===== src/rtl/dmem_port_ctrl.sv =====
// Byte-serial data memory sequencer shared by the MEM stage and a loader.
// Words are big-endian: the lowest byte address holds bits 31:24.
module dmem_port_ctrl #(
    parameter int DEPTH = 40,
    parameter int AW    = 6
) (
    input  logic          clk,
    input  logic          reset,
    input  logic          MemRead_ex_mm,
    input  logic          MemWrite_ex_mm,
    input  logic [31:0]   address,
    input  logic [31:0]   foutput2_ex_mm,
    output logic          stall_mm,
    output logic [31:0]   data,
    input  logic          ld_req,
    input  logic          ld_we,
    input  logic [31:0]   ld_addr,
    input  logic [31:0]   ld_wdata,
    output logic          ld_ack,
    output logic [31:0]   ld_rdata,
    output logic [AW-1:0] mem_addr,
    output logic          mem_re,
    output logic          mem_we,
    output logic [7:0]    mem_wdata,
    input  logic [7:0]    mem_rdata,
    output logic          err
);

    typedef enum logic [1:0] {
        S_IDLE,
        S_RUN,
        S_DRAIN,
        S_DONE
    } state_e;

    // Loader encodes as 0 so the all-zero reset leaves it as last owner.
    typedef enum logic {
        OWN_LD   = 1'b0,
        OWN_PIPE = 1'b1
    } owner_e;

    state_e        state_q, state_d;
    owner_e        owner_q, owner_d;
    owner_e        last_q, last_d;
    logic [1:0]    beat_q, beat_d;
    logic          we_q, we_d;
    logic          bad_q, bad_d;
    logic [AW-1:0] base_q, base_d;
    logic [31:0]   wword_q, wword_d;
    logic [31:0]   asm_q, asm_d;
    logic [31:0]   data_q, data_d;
    logic [31:0]   ldr_q, ldr_d;

    logic          pipe_req;
    logic          gnt_pipe;
    logic [31:0]   sel_addr;
    logic [32:0]   sel_end;
    logic [31:0]   result;

    assign pipe_req = MemRead_ex_mm | MemWrite_ex_mm;

    always_comb begin
        gnt_pipe = pipe_req & (~ld_req | (last_q == OWN_LD));
        sel_addr = gnt_pipe ? address : ld_addr;
        sel_end  = {1'b0, sel_addr} + 33'd3;
        result   = bad_q ? 32'd0 : asm_q;
    end

    always_comb begin
        state_d = state_q;
        owner_d = owner_q;
        last_d  = last_q;
        beat_d  = beat_q;
        we_d    = we_q;
        bad_d   = bad_q;
        base_d  = base_q;
        wword_d = wword_q;
        asm_d   = asm_q;
        data_d  = data_q;
        ldr_d   = ldr_q;
        unique case (state_q)
            S_IDLE: begin
                if (pipe_req | ld_req) begin
                    owner_d = gnt_pipe ? OWN_PIPE : OWN_LD;
                    last_d  = gnt_pipe ? OWN_PIPE : OWN_LD;
                    we_d    = gnt_pipe ? MemWrite_ex_mm : ld_we;
                    wword_d = gnt_pipe ? foutput2_ex_mm : ld_wdata;
                    bad_d   = sel_end >= 33'(DEPTH);
                    base_d  = sel_addr[AW-1:0];
                    beat_d  = 2'd0;
                    asm_d   = 32'd0;
                    state_d = (sel_end >= 33'(DEPTH)) ? S_DONE : S_RUN;
                end
            end
            S_RUN: begin
                // Byte for the previous beat arrives one cycle late.
                if (!we_q && beat_q != 2'd0) begin
                    asm_d = {asm_q[23:0], mem_rdata};
                end
                if (beat_q == 2'd3) begin
                    state_d = we_q ? S_DONE : S_DRAIN;
                end else begin
                    beat_d = beat_q + 2'd1;
                end
            end
            S_DRAIN: begin
                asm_d   = {asm_q[23:0], mem_rdata};
                state_d = S_DONE;
            end
            S_DONE: begin
                if (!we_q) begin
                    if (owner_q == OWN_PIPE) begin
                        data_d = result;
                    end else begin
                        ldr_d = result;
                    end
                end
                state_d = S_IDLE;
            end
            default: state_d = S_IDLE;
        endcase
    end

    always_ff @(posedge clk or negedge reset) begin
        if (!reset) begin
            state_q <= S_IDLE;
            owner_q <= OWN_LD;
            last_q  <= OWN_LD;
            beat_q  <= 2'd0;
            we_q    <= 1'b0;
            bad_q   <= 1'b0;
            base_q  <= '0;
            wword_q <= 32'd0;
            asm_q   <= 32'd0;
            data_q  <= 32'd0;
            ldr_q   <= 32'd0;
        end else begin
            state_q <= state_d;
            owner_q <= owner_d;
            last_q  <= last_d;
            beat_q  <= beat_d;
            we_q    <= we_d;
            bad_q   <= bad_d;
            base_q  <= base_d;
            wword_q <= wword_d;
            asm_q   <= asm_d;
            data_q  <= data_d;
            ldr_q   <= ldr_d;
        end
    end

    always_comb begin
        mem_addr  = '0;
        mem_re    = 1'b0;
        mem_we    = 1'b0;
        mem_wdata = 8'd0;
        if (state_q == S_RUN) begin
            mem_addr = base_q + AW'(beat_q);
            mem_re   = ~we_q;
            mem_we   = we_q;
            if (we_q) begin
                unique case (beat_q)
                    2'd0: mem_wdata = wword_q[31:24];
                    2'd1: mem_wdata = wword_q[23:16];
                    2'd2: mem_wdata = wword_q[15:8];
                    2'd3: mem_wdata = wword_q[7:0];
                    default: mem_wdata = 8'd0;
                endcase
            end
        end
    end

    // Gated by reset so every output reads 0 while reset is held.
    assign stall_mm = reset & pipe_req
                    & ~(state_q == S_DONE && owner_q == OWN_PIPE);
    assign err      = (state_q == S_DONE) & bad_q;
    assign ld_ack   = (state_q == S_DONE) & (owner_q == OWN_LD);
    assign data     = data_q;
    assign ld_rdata = ldr_q;

endmodule


===== config.mk =====
export PLATFORM = sky130hd
export DESIGN_NAME = dmem_port_ctrl
export DESIGN_NICKNAME = d
export VERILOG_FILES = /design/src/rtl/dmem_port_ctrl.sv
export SDC_FILE = /design/constraint.sdc
export NUM_CORES = 1
export LEC_CHECK = 0
export ABC_AREA = 1
export CAP_MARGIN = 20
export CELL_PAD_IN_SITES_DETAIL_PLACEMENT = 1
export CELL_PAD_IN_SITES_GLOBAL_PLACEMENT = 2
export CORE_MARGIN = 8
export CORE_UTILIZATION = 30
export CTS_BUF_LIST = sky130_fd_sc_hd__clkbuf_8
export DETAILED_ROUTE_END_ITERATION = 10
export GPL_TIMING_DRIVEN = 1
export PLACE_DENSITY_LB_ADDON = 0.1
export SLEW_MARGIN = 20
export SYNTH_ARGS = -nofsm -noshare
export SYNTH_HDL_FRONTEND = slang
export SYNTH_SLANG_ARGS = --single-unit

===== constraint.sdc =====
create_clock -name clk -period 4.8 [get_ports clk]
set_input_delay 0.96 -clock clk [delete_from_list [all_inputs] [get_ports clk]]
set_output_delay 0.96 -clock clk [all_outputs]
set_load 0.01 [all_outputs]

==> metrics.md, run 1 <==
| Metric | Value |
|---|---|
| Antenna fix cells | `0` |
| Core box area | `0.02786 mm2` |
| Count of state elements after synthesis | `141` |
| Weighted congestion reported at the end of routability-driven placement | `about 0.8` |
| Final Skew | `between 0.02 and 0.025 ns` |
| Num Clock Sinks | `between 100 and 150` |
| Fillcell total | `3,452` |
| Most common cell on crit path | `inv_1` |
| Die footprint | `0.03398 mm2` |
| Number of different library cells in the post-synthesis netlist | `30` |
| Maximum resistive drop on vdd | `0.2475 mV` |
| Max Fanout on Critical Path | `9` |
| Clock transition at the registers of the reported paths | `0.11 ns` |
| Count of synthesis-stage warnings from yosys | `0` |
| TritonCTS clock tree | `built` |
| Area delta synth->final | `34.97%` |
| Min-delay worst type | `in2async` |
| Cell at the root of the clock tree | `clkbuf_8` |
| Highest metal used | `met4` |
| Post-DP HPWL | `23.27 mm` |
| Vias in the first global route | `8,857` |
| Number of nets in the layout | `roughly 1,500` |
| Status | `complete, no violations` |
| Critical path cell sequence | `inv_1, ha_1, inv_1, o21ai_0, a31oi_1, clkdlybuf4s50_1` |
| Total Negative Setup Slacks | `0 ns` |
| Total routed wire length on the met1 layer | `about 14 mm` |
| Arrival time of data at the critical path endpoint | `2.64 ns` |
| Number of design rule violations left after detail routing | `0` |
| Number of core rows | `61` |
| Initial antenna violation count | `0` |
| Footprint of the flip-flops and latches | `0.003528 mm2` |
| Horizontal extent of the die | `approximately 180 um` |
| H-tree levels | `4` |
| CP max-delay cell | `clkdlybuf4s50_1` |
| Bufs on Longest Clock Path | `2` |
| Max Clock Freq | `277.4 MHz` |
| Overflow left after global routing | `0` |
| Delay contributed by the slowest stage of the critical path | `~0.5 ns` |
| Overall routed net length | `30.53 mm` |
| Final setup violation count | `0` |
| Inserted Clock Buffers | `17` |
| Initial core utilization | `0.3051` |
| Overall global routing resource usage | `0.1835` |
| Maximum capacitance violations | `0` |
| Setup Fix Bufs, Post-CTS | `0` |
| Worst Path Required | `3.84 ns` |
| Slew margin rel. | `0.3974` |
| Unrepaired setup endpoints after global routing | `false` |
| Met3 wire length | `1.419 mm` |
| Post_cts resized | `0` |
| Drt initial violations | `between 300 and 400` |
| Clock insertion delay at the later pin of the skew report | `0.46 ns` |
| Antenna-violating nets left | `0` |
| Setup Crit Path Kind | `reg2out` |
| CP Launch Type | `register` |
| Post-detailed-route via-to-cell ratio | `4.670` |
| Mapped Cells | `~1,100` |
| Met2 Wirelength | `14.58 mm` |
| Area used by multi-input combinational logic | `between 0.004 and 0.005 mm2` |
| Final routed wire length divided by cell count | `17.66 um` |
| I/O pins | `225` |
| Die Span Y | `184.3 um` |
| Crit share post-route | `0.7509` |
| Crit. End Element | `output pin` |
| Final-report max-slew violation count | `0` |
| Per-instance average area after synthesis | `7.496 um2` |
| Post-synthesis cell area | `0.008501 mm2` |
| Number of buffer cells added on primary ports | `224` |
| Sequential share of the synthesized area | `0.4151` |
| Area after detailed placement | `0.01106 mm2` |
| CTS hold repair buffers | `0` |
| Final count of hold timing violations | `0` |
| Final std cell area, no fill | `0.01147 mm2` |
| Global-route wire length before repair | `between 40 and 50 mm` |
| Post-Syn Nets | `1,287` |
| Count of TritonRoute iterations in the first routing pass | `4` |
| Slew at the pin with the worst max-slew slack | `0.9026 ns` |
| Static Leakage | `0.005311 uW` |
| Power density over the cells | `505.3 mW/mm2` |
| Share of layout cells above drive strength 1 | `0.1229` |
| Shortest period the worst path allows | `between 3 and 4 ns` |
| Pin count of the biggest net entering global routing | `65` |
| Vias | `8,075` |
-- layout make-up --
type                    count  share of cell area
multi-input cells         814              0.3688
well taps                 378             0.04122
clock buffers              17             0.02039
clock inverters            15             0.01363
repair buffers            239              0.2075
flip-flops and latches    141              0.3075
inverters                 125             0.04089
-- cells in the mapped netlist (all sizes together) --
cell / count / area [um2]
nand2: 311 / 1215
nor2: 151 / 659.4
dfrtp: 141 / 3528
o21ai: 135 / 686.9
inv: 124 / 465.4
nand3: 91 / 475.5
mux2: 64 / 720.7
clkbuf: 34 / 127.6
buf: 20 / 160.2
a21oi: 18 / 93.84
nand3b: 15 / 112.6
ha: 10 / 125.1
a31oi: 8 / 50.05
nor3: 6 / 30.03
nand4: 3 / 18.77
clkinv: 1 / 3.750
fa: 1 / 20.02
nor3b: 1 / 7.510
-- sequential cells by signal, indices dropped and copies added (netlist names) --
| name | cells |
|---|---|
| we_q | 1 |
| base_q | 6 |
| last_q | 1 |
| wword_q | 32 |
| data | 32 |
| state_q | 2 |
| beat_q | 2 |
| asm_q | 32 |
| bad_q | 1 |
| ld_rdata | 32 |
-- kinds of logic (layout without fill, tap and decap cells) --
| kind of cell | count (synthesis) | count (layout) | synth area share |
|---|---|---|---|
| DFF | 141 | 141 | 0.4151 |
| buffers and inverters | 179 | 396 | 0.08905 |
| and+or+nand+nor | 578 | 578 | 0.2963 |
| muxes | 64 | 64 | 0.08478 |
| adders and majority gates | 11 | 11 | 0.01707 |
| AOI/OAI and AO/OA | 161 | 161 | 0.09773 |
-- cell usage in the layout, fill, tap and decap left out, types with 3 or more instances in the layout --
cell             synthesis  final
a21oi_1                 17     16
inv_2                    6      6
dfrtp_1                141    141
a31oi_1                  8      8
mux2_2                  64     64
nor2_2                  16     16
nand2_2                 16     16
clkdlybuf4s50_1          0    223
nand3_1                 87     87
o21ai_0                128    128
nand3_2                  4      4
inv_6                    0      6
nor3_1                   6      5
clkbuf_8                 0     17
ha_1                    10     10
buf_4                    4     13
inv_1                  118    119
nand2_1                294    294
nor2_1                 128    127
nand3b_1                15     15
nor2_4                   7      8
nand4_1                  3      3
o21ai_1                  6      6
clkinvlp_4               0      3
-- worst max-delay path: cells and delay by family (launching register included) --
family	cells	cell delay, ns
buf+inv	3	0.90
fa+ha+maj	1	0.43
compound gates	2	0.46
flops	1	0.43
-- power by group --
group / leakage [uW] / internal [uW] / switching, uW
registers: 0.00186 / 1660 / 278
clock network: 0.000192 / 430 / 555
logic: 0.00326 / 1160 / 1720
total: 0.00531 / 3250 / 2550
-- through the flow --
stage          hold WS, ns  std cells  setup slack, ns  total power (uW)  utilization
2_1_floorplan       0.4479       1134            2.173              3625            -
3_3_place_gp        0.4696       1696           0.9890              4831       0.3971
3_5_place_dp        0.4817       1696           0.9924              4883       0.3971
4_1_cts             0.4648       1728            1.094              5899       0.4111
5_1_grt             0.4807       1729            1.003              6317       0.4119
6_report            0.4689       1729            1.196              5798       0.4119
-- metal layers --
| layer | track usage | vias up |
|---|---|---|
| li1 | - | 4015 |
| met1 | 0.2434 | 3878 |
| met2 | 0.3091 | 172 |
| met3 | 0.03347 | 10 |
| met4 | 0.03550 | 0 |
| met5 | 0 | - |
-- worst paths after layout --
path / startpoint / end / slack, ns / cells past startpoint
max: beat_q[0]$_DFFE_PN0P_ / mem_wdata[3] / 1.20 / 6
max in group asynchronous: reset / asm_q[13]$_DFFE_PN0P_ / 3.21 / 2
min reg2reg: asm_q[16]$_DFFE_PN0P_ / asm_q[24]$_DFFE_PN0P_ / 0.49 / 2
min in group clk: asm_q[16]$_DFFE_PN0P_ / asm_q[24]$_DFFE_PN0P_ / 0.49 / 2
max reg2reg: last_q$_DFFE_PN0P_ / state_q[1]$_DFFE_PN0P_ / 2.03 / 18
min: reset / data[24]$_DFFE_PN0P_ / 0.47 / 1
Note: power is estimated with default switching activity, not from simulation.
==> run 2, diff against run 1 <==
Settings changed: CORE_UTILIZATION 30 to 25.
Clock period 4.8 ns to 3.2 ns, I/O delays scaled along.
==> run 2 against run 1 <==
- critical path depth grew 1
- sequential share of layout area shrank 1.6 points
- clock power grew 52%
- core utilization shrank 5.1 points
- hold slack lost 0.19 ns
- total power grew 55%
- final area grew 5.4%
- clock skew shrank 0.0096 ns
- cell count grew 7.8%
- largest cell class unchanged
- largest power group unchanged
- highest routed layer unchanged
==> metrics.md, run 2 (same netlist as run 1, synthesis figures left out) <==
| Metric | Value |
|---|---|
| Status | `complete, no violations (unchanged)` |
| Global-route wire length before repair | `51.95 mm (was 49.29 mm)` |
| Arrival time of data at the critical path endpoint | `2.38 ns (was 2.64 ns)` |
| Fraction of met3 tracks used by global routing | `0.02888 (was 0.03347)` |
| Sequential share of power | `0.325 (was 0.334)` |
| Slew margin rel. | `0.3958 (was 0.3974)` |
| Min-delay worst type | `in2async (unchanged)` |
| Power density over the cells | `743.7 mW/mm2 (was 505.3 mW/mm2)` |
| Met1 Usage GRT | `0.2121 (was 0.2434)` |
| Most common cell after layout, fill and taps aside | `nand2_1 (unchanged)` |
| Number of design rule violations left after detail routing | `0 (unchanged)` |
| Area delta synth->final | `42.21% (was 34.97%)` |
| Number of nets in the layout | `1,555 (was 1,491)` |
| I/O pins | `225 (unchanged)` |
| CP Launch Type | `register (unchanged)` |
| NetSw | `3826 uW (was 2548 uW)` |
| Die footprint | `0.04016 mm2 (was 0.03398 mm2)` |
| Crit. End Element | `output pin (unchanged)` |
| Antenna-violating nets left | `0 (unchanged)` |
| Placed cell count | `1,830 (was 1,696)` |
| Most Used Layer, Global Route | `met2 (unchanged)` |
| Largest delay share family, worst path | `buffers and inverters (unchanged)` |
| Horizontal extent of the die | `200.4 um (was 184.3 um)` |
| Initial core utilization | `0.2535 (was 0.3051)` |
| Unrepaired setup endpoints after global routing | `false (unchanged)` |
| Vias in the first global route | `8,962 (was 8,857)` |
| Slew at the pin with the worst max-slew slack | `0.9050 ns (was 0.9026 ns)` |
| Post-detailed-route via-to-cell ratio | `4.417 (was 4.670)` |
| Core box area | `0.03353 mm2 (was 0.02786 mm2)` |
| Shortest period the worst path allows | `~3.0 ns` |
| Critical path endpoint | `mem_wdata[3] (unchanged)` |
| Number of cell instances on the worst register-to-register path | `21 (was 18)` |
| Final-report max-slew violation count | `0 (unchanged)` |
| Drt initial violations | `353 (was 366)` |
| Crit share post-route | `0.9428` |
| Final std cell area, no fill | `0.01209 mm2 (was 0.01147 mm2)` |
| Maximum resistive drop on vdd | `0.3145 mV (was 0.2475 mV)` |
| Clock transition at the registers of the reported paths | `0.08 ns (was 0.11 ns)` |
| Launch instance of the worst register-to-register path | `last_q$_DFFE_PN0P_ (unchanged)` |
| Die Span Y | `200.4 um (was 184.3 um)` |
| Relative contribution of combinational cells to total power | `0.509 (was 0.496)` |
| Maximum capacitance violations | `0 (unchanged)` |
| TritonCTS clock tree | `built (unchanged)` |
| Core Util, Final | `0.3605 (was 0.4119)` |
| Pin count of the biggest net entering global routing | `142 (was 65)` |
| Overflow left after global routing | `0 (unchanged)` |
| Weighted congestion reported at the end of routability-driven placement | `0.8068 (was 0.8135)` |
| CTS hold repair buffers | `0 (unchanged)` |
| Static Leakage | `0.005678 uW (was 0.005311 uW)` |
| Worst Path Required | `2.56 ns (was 3.84 ns)` |
| Cell-internal power | `5165 uW (was 3250 uW)` |
| Worst Path Buf+Inv | `3 (unchanged)` |
| Part of the total power dissipated in the clock network | `0.167 (was 0.170)` |
| Post-DP HPWL | `25.00 mm (was 23.27 mm)` |
| Num Clock Sinks | `141 (unchanged)` |
| Final routed wire length divided by cell count | `17.22 um (was 17.66 um)` |
| Layout Cells excl Fill | `1,863 (was 1,729)` |
| Overall global routing resource usage | `0.1621 (was 0.1835)` |
| Initial antenna violation count | `0 (unchanged)` |
| Inserted Clock Buffers | `17 (unchanged)` |
| Vias | `8,229 (was 8,075)` |
| H-tree levels | `4 (unchanged)` |
| Cell at the root of the clock tree | `clkbuf_8 (unchanged)` |
| Critical path cell sequence | `inv_1, ha_1, nand2_1, clkinvlp_4, o21ai_0, a31oi_1, clkdlybuf4s50_1 (was inv_1, ha_1, inv_1, o21ai_0, a31oi_1, clkdlybuf4s50_1)` |
| Area after detailed placement | `0.01166 mm2 (was 0.01106 mm2)` |
| Share of layout cells above drive strength 1 | `0.1647 (was 0.1229)` |
| Max Clock Freq | `331.5 MHz` |
| Count of TritonRoute iterations in the first routing pass | `4 (unchanged)` |
| Final count of hold timing violations | `0 (unchanged)` |
| Antenna fix cells | `0 (unchanged)` |
| Share of total power consumed by net switching | `0.4256 (was 0.4395)` |
| Number of buffer cells added on primary ports | `224 (unchanged)` |
| Path length in cells of the critical path | `7 (was 6)` |
| Setup Crit Path Kind | `reg2out (unchanged)` |
| Overall routed net length | `32.08 mm (was 30.53 mm)` |
| Final Skew | `0.01439 ns (was 0.02401 ns)` |
| Global Route met2 Usage | `0.2754 (was 0.3091)` |
| Bufs on Longest Clock Path | `2 (unchanged)` |
| Worst R2R Setup Slack | `0.45 ns (was 2.03 ns)` |
| Clock insertion delay at the later pin of the skew report | `0.48 ns (was 0.46 ns)` |
| CP max-delay cell | `clkdlybuf4s50_1 (unchanged)` |
| Critical Path Source | `state_q[1]$_DFFE_PN0P_ (was beat_q[0]$_DFFE_PN0P_)` |
| Number of core rows | `67 (was 61)` |
| Worst r2r dst | `state_q[1]$_DFFE_PN0P_ (unchanged)` |
| Delay contributed by the slowest stage of the critical path | `0.57 ns (was 0.50 ns)` |
| Total Negative Setup Slacks | `0 ns (unchanged)` |
| Commonest cells after routing, fill and taps aside | `nand2_1, clkdlybuf4s50_1, dfrtp_1, o21ai_0, nor2_1 (unchanged)` |
| Final setup violation count | `0 (unchanged)` |
| Max Fanout on Critical Path | `10 (was 9)` |
==> run 2: cell types whose count changed in the layout (fill, tap and decap cells not counted), sizes merged <==
cell,delta
buf,+64
bufinv,+1
clkbuf,+1
clkdlybuf4s50,-3
dlygate4sd2,+1
dlymetal6s2s,+2
inv,-2
==> run 2: worst register-to-register path: cells and delay by family, from the launching register on <==
kind            cells  cell delay [ns]
flops               1             0.51
simple gates       16             1.57
compound gates      1             0.11
buf+inv             4             0.46
==> run 2: area by class of cell <==
| class | count | area, um2 |
|---|---|---|
| Sequential cell | 141 | 3528 |
| Timing Repair Buffer | 303 | 2878 |
| Clock buffer | 18 | 247.7 |
| Tap cell | 448 | 560.5 |
| Fill cell | 4094 | 21440 |
| Inverter | 125 | 473.0 |
| Clock inverter | 14 | 156.4 |
| Multi-Input combinational cell | 814 | 4245 |
==> run 2: metal layers <==
layer	vias up	share of wire	wire length (um)
met4	0	0.0057	182
met5	-	0	0
met1	3919	0.48	15390
met3	13	0.027	857
met2	140	0.49	15650
li1	4157	-	-
==> run 2: metrics by stage <==
step                      hold WS, ns  setup WS (ns)  total power [uW]
after floorplan                0.3444         0.8927              5437
after CTS                      0.3226        0.03568              9184
after global routing           0.3156      0.0007168              9807
final                          0.2746         0.1832              8991
after global placement         0.4694        -0.2154              7572
after detailed placement       0.4742        -0.2563              7614
==> run 2: repair_timing <==
action	CTS	global route
gates resized for setup	2	6
setup buffers	0	1
setup endpoints to repair	3	6
==> run 2: worst min-delay path by stage <==
stage / end / slack [ns] / depth (start not counted)
2_1_floorplan: asm_q[0]$_DFFE_PN0P_ / 0.34 / 0
3_3_place_gp: wword_q[19]$_DFFE_PN0P_ / 0.47 / 2
3_5_place_dp: wword_q[15]$_DFFE_PN0P_ / 0.47 / 2
4_1_cts: base_q[2]$_DFFE_PN0P_ / 0.32 / 2
5_1_grt: wword_q[26]$_DFFE_PN0P_ / 0.32 / 2
6_report: wword_q[26]$_DFFE_PN0P_ / 0.27 / 2
==> run 2: power by group through the flow <==
stage / Clock [uW] / Sequential (uW) / Combinational (uW)
final: 1500 / 2920 / 4570
after CTS: 1580 / 2930 / 4680
after detailed placement: 0 / 2970 / 4650
after global placement: 0 / 2960 / 4620
after global routing: 1630 / 3020 / 5150
after floorplan: 0 / 2970 / 2470
